**src/rtl/istream_rx_pkg.sv**
```systemverilog
// -----------------------------------------------------------------------------
// istream_rx_pkg
// Shared constants and helpers for the istream receive buffer:
//   - ptr_width()     : pointer width (address bits plus one wrap bit)
//   - depth_is_pow2() : legality check for the FIFO depth
//   - STATS_CNT_W     : width of the optional statistics counters
// No ports (package).
// -----------------------------------------------------------------------------
package istream_rx_pkg;

    localparam int STATS_CNT_W = 32;

    // Pointer width: log2(depth) address bits plus one wrap bit.
    function automatic int ptr_width(input int depth);
        return $clog2(depth) + 32'sd1;
    endfunction

    // A legal depth is a power of two no smaller than two.
    function automatic bit depth_is_pow2(input int depth);
        return (depth >= 32'sd2) && ((depth & (depth - 32'sd1)) == 32'sd0);
    endfunction

endpackage

```
**src/rtl/istream_rx_fifo_mem.sv**
```systemverilog
// -----------------------------------------------------------------------------
// istream_rx_fifo_mem
// Simple dual-port register array: synchronous write, asynchronous read.
// Contents are deliberately not reset; the owner masks stale data.
// Ports:
//   istream_clk  in   clock
//   wr_en        in   write strobe
//   wr_addr      in   write address
//   wr_data      in   write data
//   rd_addr      in   read address
//   rd_data      out  read data (combinational from rd_addr)
// -----------------------------------------------------------------------------
module istream_rx_fifo_mem #(
    parameter int DATA_WIDTH = 32,
    parameter int DEPTH      = 8,
    parameter int ADDR_W     = 3
) (
    input  logic                  istream_clk,
    input  logic                  wr_en,
    input  logic [ADDR_W-1:0]     wr_addr,
    input  logic [DATA_WIDTH-1:0] wr_data,
    input  logic [ADDR_W-1:0]     rd_addr,
    output logic [DATA_WIDTH-1:0] rd_data
);

    logic [DATA_WIDTH-1:0] mem_r [DEPTH];

    // Storage write port.
    always_ff @(posedge istream_clk) begin
        if (wr_en) begin
            mem_r[wr_addr] <= wr_data;
        end
    end

    assign rd_data = mem_r[rd_addr];

endmodule

```
**src/rtl/istream_rx_buffer.sv**
```systemverilog
// -----------------------------------------------------------------------------
// istream_rx_buffer
// DUT-side receiver for the istream protocol. Beats accepted on the upstream
// valid/ready port are stored in a DEPTH-entry FIFO and presented
// first-word-fall-through on the downstream ostream port.
//
// Optional feature macro: ISTREAM_RX_STATS_EN
//   When defined, adds saturating 32-bit counters istream_beat_cnt (accepted
//   pushes) and istream_stall_cnt (cycles with valid=1 and ready=0).
//
// Ports:
//   istream_clk         in   clock
//   istream_rst         in   synchronous active-high reset
//   istream_valid       in   upstream beat valid
//   istream_data        in   upstream beat data
//   istream_ready       out  buffer can accept a beat this cycle
//   istream_buff_full   out  FIFO holds DEPTH entries
//   istream_buff_empty  out  FIFO holds no entries
//   istream_buff_afull  out  occupancy >= AFULL_LVL
//   istream_level       out  current occupancy
//   istream_beat_cnt    out  accepted pushes (ISTREAM_RX_STATS_EN only)
//   istream_stall_cnt   out  stalled upstream cycles (ISTREAM_RX_STATS_EN only)
//   ostream_valid       out  downstream beat valid
//   ostream_data        out  head of FIFO, zero while empty
//   ostream_ready       in   downstream accepts the beat
// -----------------------------------------------------------------------------
module istream_rx_buffer
    import istream_rx_pkg::*;
#(
    parameter int DATA_WIDTH = 32,
    parameter int DEPTH      = 8,
    parameter int AFULL_LVL  = DEPTH - 2
) (
    input  logic                         istream_clk,
    input  logic                         istream_rst,
    input  logic                         istream_valid,
    input  logic [DATA_WIDTH-1:0]        istream_data,
    output logic                         istream_ready,
    output logic                         istream_buff_full,
    output logic                         istream_buff_empty,
    output logic                         istream_buff_afull,
    output logic [$clog2(DEPTH):0]       istream_level,
`ifdef ISTREAM_RX_STATS_EN
    output logic [STATS_CNT_W-1:0]       istream_beat_cnt,
    output logic [STATS_CNT_W-1:0]       istream_stall_cnt,
`endif
    output logic                         ostream_valid,
    output logic [DATA_WIDTH-1:0]        ostream_data,
    input  logic                         ostream_ready
);

    localparam int PTR_W  = ptr_width(DEPTH);
    localparam int ADDR_W = PTR_W - 1;

    localparam logic [PTR_W-1:0] PTR_ZERO = {PTR_W{1'b0}};
    localparam logic [PTR_W-1:0] PTR_ONE  = {{(PTR_W-1){1'b0}}, 1'b1};
    localparam logic [PTR_W-1:0] AFULL_V  = PTR_W'(AFULL_LVL);

    generate
        if (!depth_is_pow2(DEPTH)) begin : g_depth_chk
            $error("istream_rx_buffer: DEPTH must be a power of two >= 2");
        end
    endgenerate

    logic [PTR_W-1:0]      wr_ptr_r;
    logic [PTR_W-1:0]      rd_ptr_r;
    logic [PTR_W-1:0]      level_r;
    logic                  ready_r;
    logic                  full_r;
    logic                  empty_r;
    logic                  afull_r;

    logic                  push_s;
    logic                  pop_s;
    logic [PTR_W-1:0]      wr_ptr_nxt_s;
    logic [PTR_W-1:0]      rd_ptr_nxt_s;
    logic [PTR_W-1:0]      level_nxt_s;
    logic                  full_nxt_s;
    logic                  empty_nxt_s;
    logic                  afull_nxt_s;
    logic [DATA_WIDTH-1:0] mem_rd_data_s;

    // Handshakes and next-state pointer/flag computation.
    always_comb begin
        push_s = istream_valid && ready_r;
        pop_s  = !empty_r && ostream_ready;

        if (push_s) begin
            wr_ptr_nxt_s = wr_ptr_r + PTR_ONE;
        end else begin
            wr_ptr_nxt_s = wr_ptr_r;
        end

        if (pop_s) begin
            rd_ptr_nxt_s = rd_ptr_r + PTR_ONE;
        end else begin
            rd_ptr_nxt_s = rd_ptr_r;
        end

        // Wrap bit disambiguates full from empty when the address bits match.
        level_nxt_s = wr_ptr_nxt_s - rd_ptr_nxt_s;
        full_nxt_s  = (wr_ptr_nxt_s[ADDR_W-1:0] == rd_ptr_nxt_s[ADDR_W-1:0]) &&
                      (wr_ptr_nxt_s[ADDR_W] != rd_ptr_nxt_s[ADDR_W]);
        empty_nxt_s = (wr_ptr_nxt_s == rd_ptr_nxt_s);
        afull_nxt_s = (level_nxt_s >= AFULL_V);
    end

    // Pointer and status registers. ready_r holds low through the reset
    // cycle and rises at the first non-reset edge, so upstream readiness
    // never depends combinationally on ostream_ready.
    always_ff @(posedge istream_clk) begin
        if (istream_rst) begin
            wr_ptr_r <= PTR_ZERO;
            rd_ptr_r <= PTR_ZERO;
            level_r  <= PTR_ZERO;
            ready_r  <= 1'b0;
            full_r   <= 1'b0;
            empty_r  <= 1'b1;
            afull_r  <= 1'b0;
        end else begin
            wr_ptr_r <= wr_ptr_nxt_s;
            rd_ptr_r <= rd_ptr_nxt_s;
            level_r  <= level_nxt_s;
            ready_r  <= !full_nxt_s;
            full_r   <= full_nxt_s;
            empty_r  <= empty_nxt_s;
            afull_r  <= afull_nxt_s;
        end
    end

    istream_rx_fifo_mem #(
        .DATA_WIDTH (DATA_WIDTH),
        .DEPTH      (DEPTH),
        .ADDR_W     (ADDR_W)
    ) u_mem (
        .istream_clk (istream_clk),
        .wr_en       (push_s),
        .wr_addr     (wr_ptr_r[ADDR_W-1:0]),
        .wr_data     (istream_data),
        .rd_addr     (rd_ptr_r[ADDR_W-1:0]),
        .rd_data     (mem_rd_data_s)
    );

    // Head-of-FIFO data, masked to zero so stale memory never leaks out.
    always_comb begin
        if (empty_r) begin
            ostream_data = {DATA_WIDTH{1'b0}};
        end else begin
            ostream_data = mem_rd_data_s;
        end
    end

    assign istream_ready      = ready_r;
    assign istream_buff_full  = full_r;
    assign istream_buff_empty = empty_r;
    assign istream_buff_afull = afull_r;
    assign istream_level      = level_r;
    assign ostream_valid      = !empty_r;

`ifdef ISTREAM_RX_STATS_EN
    localparam logic [STATS_CNT_W-1:0] CNT_MAX = {STATS_CNT_W{1'b1}};
    localparam logic [STATS_CNT_W-1:0] CNT_ONE = {{(STATS_CNT_W-1){1'b0}}, 1'b1};

    logic [STATS_CNT_W-1:0] beat_cnt_r;
    logic [STATS_CNT_W-1:0] stall_cnt_r;

    // Saturating accepted-beat and stall counters.
    always_ff @(posedge istream_clk) begin
        if (istream_rst) begin
            beat_cnt_r  <= {STATS_CNT_W{1'b0}};
            stall_cnt_r <= {STATS_CNT_W{1'b0}};
        end else begin
            if (push_s && (beat_cnt_r != CNT_MAX)) begin
                beat_cnt_r <= beat_cnt_r + CNT_ONE;
            end
            if (istream_valid && !ready_r && (stall_cnt_r != CNT_MAX)) begin
                stall_cnt_r <= stall_cnt_r + CNT_ONE;
            end
        end
    end

    assign istream_beat_cnt  = beat_cnt_r;
    assign istream_stall_cnt = stall_cnt_r;
`endif

endmodule

```
**config.mk**
```make
export PLATFORM = sky130hd
export DESIGN_NAME = istream_rx_buffer
export DESIGN_NICKNAME = d
export VERILOG_FILES = /design/src/rtl/istream_rx_pkg.sv /design/src/rtl/istream_rx_fifo_mem.sv /design/src/rtl/istream_rx_buffer.sv
export SDC_FILE = /design/constraint.sdc
export NUM_CORES = 1
export LEC_CHECK = 0
export ABC_AREA = 0
export CORE_MARGIN = 4
export CORE_UTILIZATION = 49
export DETAILED_ROUTE_END_ITERATION = 16
export GPL_TIMING_DRIVEN = 0
export PLACE_DENSITY = 0.73
export SETUP_SLACK_MARGIN = 0.2
export SYNTH_ARGS = -nofsm -noshare
export SYNTH_HDL_FRONTEND = slang
export SYNTH_HIERARCHICAL = 1
export SYNTH_SLANG_ARGS = --single-unit
```
**constraint.sdc**
```tcl
create_clock -name istream_clk -period 12.5 [get_ports istream_clk]
set_input_delay 3.75 -clock istream_clk [delete_from_list [all_inputs] [get_ports istream_clk]]
set_output_delay 3.75 -clock istream_clk [all_outputs]
set_load 0.01 [all_outputs]
```
Word-level counts from Yosys, hierarchy flattened:

Memories as Yosys holds them, arrays and structs flattened. A register that Yosys moved wholly into a read port is not among the register bits.
Cells that the tools add are included.

* equality and inequality tests: 3
* multiply operators: 0
* shift-type cells: 0
* $add $sub $neg: 3
* mux-type cells: 6
* order comparisons: 1
* bitwise gates (word level): 0
* divide/modulo/power cells: 0
* reductions and logical operators: 5

Operators by type and width (count)
* $mux 32: 1
* $add 4x1->4 const B: 2
* $mux 4: 2
* $eq 4x4->1: 1
* $ge 4x3->1 const B: 1
* $sub 4x4->4: 1
* $eq 3x3->1: 1
* $logic_and 1x1->1: 3
* $mux 3: 1
* $logic_not 1->1: 2
* $mux 1: 2
* $ne 1x1->1: 1

* logic and storage cells: 26
* memories kept: 1
* memory bits (read-only): 0
* latch bits: 0
* flip-flop bits (word level): 16
* bits of input ports: 36
* output and inout bits: 41
* RAM bits: 256

Memory list
* u_mem.mem_r: depth 8, bits a word 32, rd ports 1, clocked after memory_dff 1, write ports 1, RTL line istream_rx_fifo_mem.sv:26 `logic [DATA_WIDTH-1:0] mem_r [DEPTH];`

Logic depth before layout (Yosys ltp):

Gate-level depths: netlist of run 1.

* depth in word-level cells: 6
* gate-level depth with buffers: 9
* depth with buffers taken out: 9

By module:

The synthesis of run 1 kept the hierarchy.

By module, submodules not included
* istream_rx_fifo_mem: seq. area each 7687.4 um^2, area an instance 9825.7 um^2, cells an instance 383, instances 1
* istream_rx_buffer: seq. area each 320.3 um^2, area an instance 884.6 um^2, cells an instance 102, instances 1

Worst setup path after synthesis of run 1:

No wires, ideal clock.

* kind: input -> register
* start: input istream_valid
* end: memory u_mem.mem_r[0][0] (enable)
* path buffers: 0
* path slack: 5.764 ns
* data arrival time: 6.275 ns
* stages on the path: 4
* required time: 12.039 ns
* setup time: 0.461 ns
* cells stage by stage: nand2_1 > inv_1 > nand2b_1 > nor3_1

* cells in the longest elaborated chain, start to end: 3

RTL lines
* from (decl): RTL line istream_rx_buffer.sv:36 `input logic istream_valid,`
* $logic_and 1x1->1: RTL line istream_rx_buffer.sv:85 `push_s = istream_valid && ready_r;`
* via push_s: RTL line istream_rx_buffer.sv:73 `logic push_s;`
* $mux 1: RTL line istream_rx_fifo_mem.sv:30 `if (wr_en) begin`
* $mux 1 (implied by the code): RTL line istream_rx_fifo_mem.sv:31 `mem_r[wr_addr] <= wr_data;`
* to (decl): RTL line istream_rx_fifo_mem.sv:26

The timed path passes the listed nets, and every way through them passes these cells.

==> results of run 1 <==
-- metrics by stage --
| stage | std cells | total power, mW |
|---|---|---|
| 2_1_floorplan | 485 | 1.161 |
| 3_3_place_gp | 836 | 1.254 |
| 3_5_place_dp | 849 | 1.262 |
| 4_1_cts | 897 | 2.097 |
| 5_1_grt | 897 | 2.147 |
| 6_report | 897 | 2.075 |
-- final timing paths --
check | start | end | slack (ns) | cells past startpoint
max | rd_ptr_r[2]$_SDFF_PP0_ | ostream_data[5] | 5.74 | 6
min | rd_ptr_r[3]$_SDFF_PP0_ | rd_ptr_r[3]$_SDFF_PP0_ | 0.55 | 2
max reg2reg | istream_ready$_SDFF_PP0_ | u_mem/mem_r[4][12]$_DFFE_PP_ | 10.11 | 6
min reg2reg | rd_ptr_r[3]$_SDFF_PP0_ | rd_ptr_r[3]$_SDFF_PP0_ | 0.55 | 2
-- sequential cells by signal, summed over array words and instances (netlist names) --
signal,flops
istream_buff_afull,1
istream_buff_empty,1
istream_buff_full,1
istream_level,4
istream_ready,1
rd_ptr_r,4
u_mem/mem_r,256
wr_ptr_r,4
-- synthesized netlist by cell type (all sizes together) --
cell,n,share of area (%)
a21oi,1,0.047
a41o,1,0.093
and2b,2,0.14
buf,17,1.2
clkbuf,5,0.18
dfxtp,16,3.0
edfxtp,256,72
ha,4,0.47
inv,4,0.14
maj3,2,0.21
mux2,33,3.5
mux2i,2,0.19
mux4,64,15
nand2,3,0.11
nand2b,5,0.32
nand3,3,0.14
nand3b,1,0.070
nand4,1,0.058
nor2,18,0.63
nor2b,32,1.9
nor3,3,0.14
o22ai,1,0.058
xnor2,7,0.57
xor2,4,0.33
-- final cells by class --
class                           count  area (um2)  area share [%]
Tap cell                          275       344.1           2.640
Sequential cell                   272        8008           61.45
Multi-Input combinational cell    187        2600           19.95
Timing Repair Buffer               89       982.2           7.537
Clock inverter                     18       252.7           1.940
Inverter                            4       15.01          0.1152
Clock buffer                       30       686.9           5.271
Buffer                             22       142.6           1.095
-- routing by layer --
metal / up-vias / global-route usage [%] / wire length, um
met5: - / 0 / 13
li1: 2254 / - / -
met3: 32 / 2.691 / 999
met1: 2634 / 24.04 / 9087
met4: 2 / 4.043 / 342
met2: 149 / 29.52 / 10560
-- critical path, stage by stage (launching register included) --
cell and delay [ns]:
dfxtp_1 0.37, clkbuf_1 0.42, buf_2 0.40, mux4_2 0.35, mux2_2 0.27, nor2b_1 0.16, clkdlybuf4s50_1 0.52
-- kinds of logic after synthesis --
kind of cell               after synthesis  synth area share (%)
xor gates and xnor gates                11                0.8995
buffers and inverters                   26                 1.472
muxes                                   99                 18.52
AOI/OAI and AO/OA                        3                0.1986
DFF                                    272                 74.77
and+or+nand+nor                         68                 3.469
adders and majority gates                6                0.6776
-- report_power, final --
group	total, mW	switching [mW]	internal [mW]
clock	0.835	0.332	0.503
sequential	1.02	0.00777	1.01
combinational	0.221	0.0987	0.123
total	2.07	0.438	1.64
==> out/qor.csv, run 1 <==
metric;value;unit
grtUsageTotal;17.37;%
start_util;50.31;%
syn_area_per_cell;22.08;um2
drv_slew;0;
worstMarginPinSlew;0.9611;ns
cts_root_buf;clkbuf_16;
numCtsBuffers;27;
cts_tree;built;
status;complete, no violations;
antenna_left;0;
ctsHoldBuffers;0;
cellPowerDensity;159.2;nW/um2
peakVddDrop;0.1114;mV
row_count;53;
via_per_inst;5.653;
grt_pass1_vias;5387;
first_pass_iters;4;
layout-drive-gt1-share;22.03;%
gp_congestion;0.7136;
post_cts_resized;0;
synth.yosys.seq_area_share;74.77;%
hold_violations;0;
worstSkewPairLatency;0.53;ns
port_buffers;76;
core-area;21290;um2
dpl.hpwl;12960;um
dieArea;24290;um2
drcViolationCount;0;
fillers;1439;
synth_cell_type_count;28;
period_share;54.12;%
h-tree-depth;1;
cp.arrival;3.01;ns
num_vias;5071;
clkSinkCount;272;
dp_slack;6.201;ns
post_cts_buffers;0;
path_class;reg -> out;
die_w;155.8;um
finalSetupTns;0;ns
area_delta_synth_final;21.67;%
grt_max_degree;22;
ios;77;
power_leakage;4.166;nW
fin_util;61.22;%
final_cell_mix;edfxtp_1, clkdlybuf4s50_1, mux4_1;
clock_path_buffers;3;
netlist_area;10710;um2
drt_iter0_drc;220;
synth-seq-cells;272;
drv_cap;0;
relSlewSlack;35.58;%
chipHeight;155.8;um
final_area;13030;um2
clock_skew;0.01098;ns
hp-class;reg -> reg;
worstSetupStartpointType;flop;
holdWs;0.5452;ns
dpl-instance-area;12090;um2
grt_pass1_wl;31840;um
clkTransAtPathRegs;0.06;ns
n_antenna_cell;0;
max_freq;0.1478;GHz
wire_per_inst;23.42;um
required;8.75;ns
cp-end-kind;output port;
setup_viol;0;
antenna_found_initial;1;
synth_warnings;6;
layout.nets;643;
grt_overflow_total;0;
finalWorstSetupSlack;5.735;ns
drt_wl_total;21000;um
syn_inst;485;
rsz0062_at_grt;no;
layout_commonest_cell;edfxtp_1;
syn-num-nets;525;
critPathMaxFanout;10;
min_period;6.765;ns
No activity file was read; power rests on OpenSTA's default activity.
==> run 2: changes to the inputs <==
PLACE_DENSITY = 0.76   (was 0.73)
clock period = 5.7 ns   (was 12.5 ns; I/O delays follow)
==> run 2 against run 1 <==
Effect of this change: die area stayed put; highest routed layer unchanged; critical endpoint is now ostream_data[9]; power is 110% higher; non-clock buffer count is 1 higher; via count is 0.87% lower; combinational power is 120% higher; wire length is 0.11% higher.
==> out/qor.csv, run 2 (same netlist as run 1, synthesis figures left out) <==
metric;value;unit;change
status;complete, no violations;;unchanged
relSlewSlack;42.55;%;was 35.58%
die_w;155.8;um;unchanged
drv_slew;0;;unchanged
min_period;4.784;ns;
required;3.99;ns;was 8.75 ns
clkSinkCount;272;;unchanged
grt_pass1_wl;31990;um;was 31840 um
use_met2;30.38;%;was 29.52%
numCtsBuffers;27;;unchanged
layout-drive-gt1-share;21.12;%;was 22.03%
fin_util;60.84;%;was 61.22%
antenna_left;0;;unchanged
grtUsageTotal;17.48;%;was 17.37%
worstMarginPinSlew;0.8571;ns;was 0.9611 ns
dp.cells;850;;was 849
first_pass_iters;4;;unchanged
drt_wl_total;21030;um;was 21000 um
fillers;1450;;was 1439
hp-class;reg -> reg;;unchanged
power_leakage;4.156;nW;was 4.166 nW
cts_tree;built;;unchanged
setup_viol;0;;unchanged
cts_root_buf;clkbuf_16;;unchanged
grt_overflow_total;0;;unchanged
reg2reg_slack;3.34;ns;was 10.11 ns
dieArea;24290;um2;unchanged
num_vias;5027;;was 5071
rsz0062_at_grt;no;;unchanged
clock_skew;0.008575;ns;was 0.01098 ns
antenna_found_initial;1;;unchanged
clock_path_buffers;3;;unchanged
layoutNonFillerInstCount;900;;was 897
cp-end-kind;output port;;unchanged
peakVddDrop;0.2157;mV;was 0.1114 mV
ios;77;;unchanged
row_count;53;;unchanged
critPathMaxFanout;10;;unchanged
regMostFlops;u_mem/mem_r;;unchanged
cellPowerDensity;341.5;nW/um2;was 159.2 nW/um2
holdWs;0.5597;ns;was 0.5452 ns
register_area;8008;um2;unchanged
busiest_layer;met2;;unchanged
port_buffers;76;;unchanged
drv_cap;0;;unchanged
n_antenna_cell;0;;unchanged
max_freq;0.2090;GHz;
multi_input_area;2600;um2;unchanged
drt_iter0_drc;284;;was 220
power;4.423;mW;was 2.075 mW
path_class;reg -> out;;unchanged
cp.arrival;3.07;ns;was 3.01 ns
finalSetupTns;0;ns;unchanged
grtUsageMet1;23.58;%;was 24.04%
clkTransAtPathRegs;0.06;ns;about the same
chipHeight;155.8;um;unchanged
grt_max_degree;23;;was 22
post_cts_resized;0;;unchanged
start_util;50.31;%;unchanged
hold_violations;0;;unchanged
period_share;83.93;%;
h-tree-depth;1;;unchanged
post_cts_buffers;0;;unchanged
drcViolationCount;0;;unchanged
area_delta_synth_final;20.92;%;was 21.67%
worstSkewPairLatency;0.53;ns;about the same
layout_commonest_cell;edfxtp_1;;unchanged
wire_per_inst;23.36;um;was 23.42 um
grt_pass1_vias;5403;;was 5387
layout.nets;644;;was 643
final_cell_mix;edfxtp_1, clkdlybuf4s50_1, mux4_1;;unchanged
largest_reg_flops;256;;unchanged
gp_congestion;0.7479;;was 0.7136
ctsHoldBuffers;0;;unchanged
core-area;21290;um2;unchanged
worstSetupStartpointType;flop;;unchanged
grt_util_met3;2.691;%;unchanged
via_per_inst;5.586;;was 5.653
dpl.hpwl;13090;um;was 12960 um
[run 2: changes by cell type in the layout (fill, tap and decap cells not counted)]
cell,change
bufinv_16,-2
buf_6,+3
clkbuf_1,+4
clkinv_4,-1
inv_6,-1
clkinv_8,-1
buf_8,-2
clkinv_1,+4
clkinvlp_4,-6
clkinv_2,+5
[run 2: area by class of cell]
class                      instances  share of cell area (%)
buffer                            22                   1.101
clock buffer                      34                   5.420
clock inverter                    16                   1.188
inverter                           4                  0.1159
multi-input combinational        187                   20.08
sequential                       272                   61.83
tap                              275                   2.657
timing repair buffer              90                   7.613
[run 2: final timing paths]
check	startpoint	to	cells after the start
worst min-delay path	rd_ptr_r[3]$_SDFF_PP0_	rd_ptr_r[3]$_SDFF_PP0_	2
worst max register to register	istream_ready$_SDFF_PP0_	u_mem/mem_r[4][31]$_DFFE_PP_	7
worst max-delay path	rd_ptr_r[2]$_SDFF_PP0_	ostream_data[9]	6
worst min register to register	rd_ptr_r[3]$_SDFF_PP0_	rd_ptr_r[3]$_SDFF_PP0_	2
[run 2: worst max-delay path, stage by stage (launching register included)]
cell,delay (ns)
dfxtp_1,0.39
clkbuf_1,0.45
buf_2,0.40
mux4_2,0.36
mux2_2,0.26
nor2b_1,0.15
clkdlybuf4s50_1,0.53
[run 2: per-stage QoR]
stage | instance area, um2 | setup WS, ns
2_1_floorplan | 10710 | 1.004
3_3_place_gp | 11820 | -1.826
3_5_place_dp | 12100 | 1.450
4_1_cts | 12950 | 0.8509
5_1_grt | 12950 | 0.7744
6_report | 12950 | 0.9163
[run 2: layer usage]
| layer | share of wire [%] | wire, um |
|---|---|---|
| met4 | 1.5 | 313 |
| met5 | 0.062 | 13 |
| met1 | 40 | 8489 |
| met2 | 52 | 10850 |
| met3 | 6.5 | 1365 |
[run 2: power by group]
group | total [mW] | internal, mW | switching (mW)
combinational | 0.485 | 0.269 | 0.216
sequential | 2.23 | 2.22 | 0.0155
clock | 1.71 | 1.01 | 0.699
total | 4.42 | 3.49 | 0.931
==> run 3: changes to the inputs <==
clock period = 4.05 ns   (was 5.7 ns; I/O delays follow)
==> run 3 against run 2 <==
Effect of this change: final area grew 0.65%; utilization grew 0.39 points; flip-flop and latch count is the same; via count grew 0.20%; clock skew grew 0.0059 ns; hold slack lost 0.014 ns; final cell count shrank 0.67%.
==> out/qor.csv, run 3 (same netlist as run 1, synthesis figures left out) <==
metric;value;unit;change
critPathMaxFanout;10;;unchanged
drv_slew;0;;unchanged
core-area;21290;um2;unchanged
hold_violations;0;;unchanged
busiest_layer;met2;;unchanged
multi_input_area;2613;um2;was 2600 um2
worstMarginPinSlew;0.8019;ns;was 0.8571 ns
seqPwrFrac;50.6;%;was 50.5%
dp_slack;0.3505;ns;was 1.450 ns
die_w;155.8;um;unchanged
grt_overflow_total;0;;unchanged
wire_per_inst;23.11;um;was 23.36 um
cp.arrival;2.58;ns;was 3.07 ns
ctsHoldBuffers;0;;unchanged
crit_slowest_cell;mux4_1;;was clkdlybuf4s50_1
regMostFlops;u_mem/mem_r;;unchanged
drt_wl_total;20660;um;was 21030 um
rsz0062_at_grt;yes;;was no
path_class;reg -> out;;unchanged
final_cell_mix;edfxtp_1, clkdlybuf4s50_1, mux4_1;;unchanged
via_per_inst;5.634;;was 5.586
p_switching;1.319;mW;was 931.1 uW
ios;77;;unchanged
grt_util_met3;3.273;%;was 2.691%
num_vias;5037;;was 5027
grtUsageMet1;23.09;%;was 23.58%
combPwrFrac;10.7;%;was 11.0%
n_antenna_cell;0;;unchanged
reg2reg_depth;7;;unchanged
p_int;4.891;mW;was 3.492 mW
min_delay_path_depth;2;;unchanged
row_count;53;;unchanged
r2r-start;istream_buff_empty$_SDFF_PP1_;;was istream_ready$_SDFF_PP0_
grt_pass1_wl;31820;um;was 31990 um
cts_root_buf;clkbuf_16;;unchanged
dieArea;24290;um2;unchanged
dpl-instance-area;12140;um2;was 12100 um2
grt_pass1_vias;5472;;was 5403
chipHeight;155.8;um;unchanged
clock_path_buffers;3;;unchanged
peakVddDrop;0.4570;mV;was 0.2157 mV
port_buffers;76;;unchanged
worstSetupStartpointType;flop;;unchanged
hp-class;reg -> reg;;unchanged
h-tree-depth;1;;unchanged
dpl.hpwl;12640;um;was 13090 um
drt_iter0_drc;341;;was 284
max_freq;0.2632;GHz;
path_cells;buf_12, buf_8, mux4_1, mux2_2, nor2b_1, dlygate4sd2_1;;was clkbuf_1, buf_2, mux4_2, mux2_2, nor2b_1, clkdlybuf4s50_1
first_pass_iters;4;;unchanged
min_period;3.799;ns;
drcViolationCount;0;;unchanged
setup_viol;0;;unchanged
holdWs;0.5461;ns;was 0.5597 ns
status;complete, no violations;;unchanged
cellPowerDensity;476.4;nW/um2;was 341.5 nW/um2
clkTransAtPathRegs;0.06;ns;about the same
max_stage_delay;0.57;ns;was 0.53 ns
layout_commonest_cell;edfxtp_1;;unchanged
use_met2;29.93;%;was 30.38%
cts_tree;built;;unchanged
start_util;50.31;%;unchanged
grt_max_degree;26;;was 23
min_from;wr_ptr_r[3]$_SDFF_PP0_;;was rd_ptr_r[3]$_SDFF_PP0_
cp-end-kind;output port;;unchanged
clock_skew;0.01452;ns;was 0.008575 ns
relSlewSlack;46.41;%;was 42.55%
reg2reg_slack;1.75;ns;was 3.34 ns
layout-drive-gt1-share;22.46;%;was 21.12%
antenna_found_initial;0;;was 1
gp_congestion;0.7631;;was 0.7479
numCtsBuffers;27;;unchanged
period_share;93.81;%;
final_area;13040;um2;was 12950 um2
largest_reg_flops;256;;unchanged
required;2.83;ns;was 3.99 ns
swShare;21.24;%;was 21.05%
worstSkewPairLatency;0.53;ns;about the same
register_area;8011;um2;was 8008 um2
area_delta_synth_final;21.71;%;was 20.92%
fillers;1464;;was 1450
drv_cap;0;;unchanged
hold_path_end;wr_ptr_r[3]$_SDFF_PP0_;;was rd_ptr_r[3]$_SDFF_PP0_
antenna_left;0;;unchanged
r2r-end;istream_buff_afull$_SDFF_PP0_;;was u_mem/mem_r[4][31]$_DFFE_PP_
layout.nets;640;;was 644
p_clk_share;38.7;%;was 38.6%
finalWorstSetupSlack;0.2508;ns;was 0.9163 ns
power_leakage;4.343;nW;was 4.156 nW
grtUsageTotal;17.26;%;was 17.48%
clkSinkCount;272;;unchanged
run 3: changes by cell type in the layout (fill, tap and decap cells not counted), sizes merged:
cell,change
clkdlybuf4s50,-32
clkdlybuf4s15,+1
dlygate4sd2,+29
buf,-4
dlymetal6s2s,+2
clkbuf,-5
clkinv,+3
run 3: worst max-delay path: cells and delay by family, from the launching register on:
kind          cells  cell delay (ns)
mux               2             0.86
buf+inv           3             0.66
simple gates      1             0.15
flops             1             0.38
run 3: metal layers:
| layer | wire length, um | up-vias | share of wire (%) |
|---|---|---|---|
| li1 | - | 2251 | - |
| met1 | 8797 | 2625 | 43 |
| met2 | 10400 | 130 | 50 |
| met3 | 1154 | 31 | 5.6 |
| met4 | 312 | 0 | 1.5 |
| met5 | 0 | - | 0 |
run 3: cell type report:
class	count	share of cell area, %
tap	275	2.640
inverter	4	0.1152
buffer	22	1.584
multi-input combinational	187	20.04
sequential	272	61.46
timing repair buffer	86	7.535
clock inverter	19	1.382
clock buffer	29	5.241
run 3: how the worst max path moves through the flow:
| stage | startpoint | endpoint | slack, ns | depth (start not counted) |
|---|---|---|---|---|
| floorplan | istream_valid | u_mem/mem_r[1][0]$_DFFE_PP_ | 0.71 | 4 |
| finish | rd_ptr_r[0]$_SDFF_PP0_ | ostream_data[11] | 0.25 | 6 |
| CTS | rd_ptr_r[0]$_SDFF_PP0_ | ostream_data[0] | 0.11 | 6 |
| global placement | istream_valid | u_mem/mem_r[1][17]$_DFFE_PP_ | -1.31 | 5 |
| detailed placement | rd_ptr_r[2]$_SDFF_PP0_ | ostream_data[11] | 0.35 | 6 |
| global route | rd_ptr_r[0]$_SDFF_PP0_ | ostream_data[21] | 0.18 | 6 |
run 3: stage by stage:
| step | total power [mW] | cells | TNS [ns] | util (%) |
|---|---|---|---|---|
| after floorplan | 3.582 | 485 | 0 | - |
| final | 6.210 | 894 | 0 | 61.24 |
| after CTS | 6.273 | 894 | 0 | 61.16 |
| after global placement | 3.867 | 836 | -306.57 | 55.55 |
| after detailed placement | 3.894 | 846 | 0 | 57.01 |
| after global routing | 6.449 | 894 | 0 | 61.24 |
run 3: power by group through the flow:
stage	clock, mW	combinational, mW	sequential (mW)
after floorplan	0	0.379	3.20
after global placement	0	0.665	3.20
after detailed placement	0	0.691	3.20
after CTS	2.46	0.673	3.14
after global routing	2.59	0.716	3.15
final	2.40	0.664	3.14
run 3: what timing repair did:
action | 4_1_cts | 5_1_grt
gates resized for setup | 51 | 5
buffers inserted | 0 | 0
gates cloned | 0 | 0
setup endpoints to repair | 32 | 7
hold endpoints to repair | 0 | 0
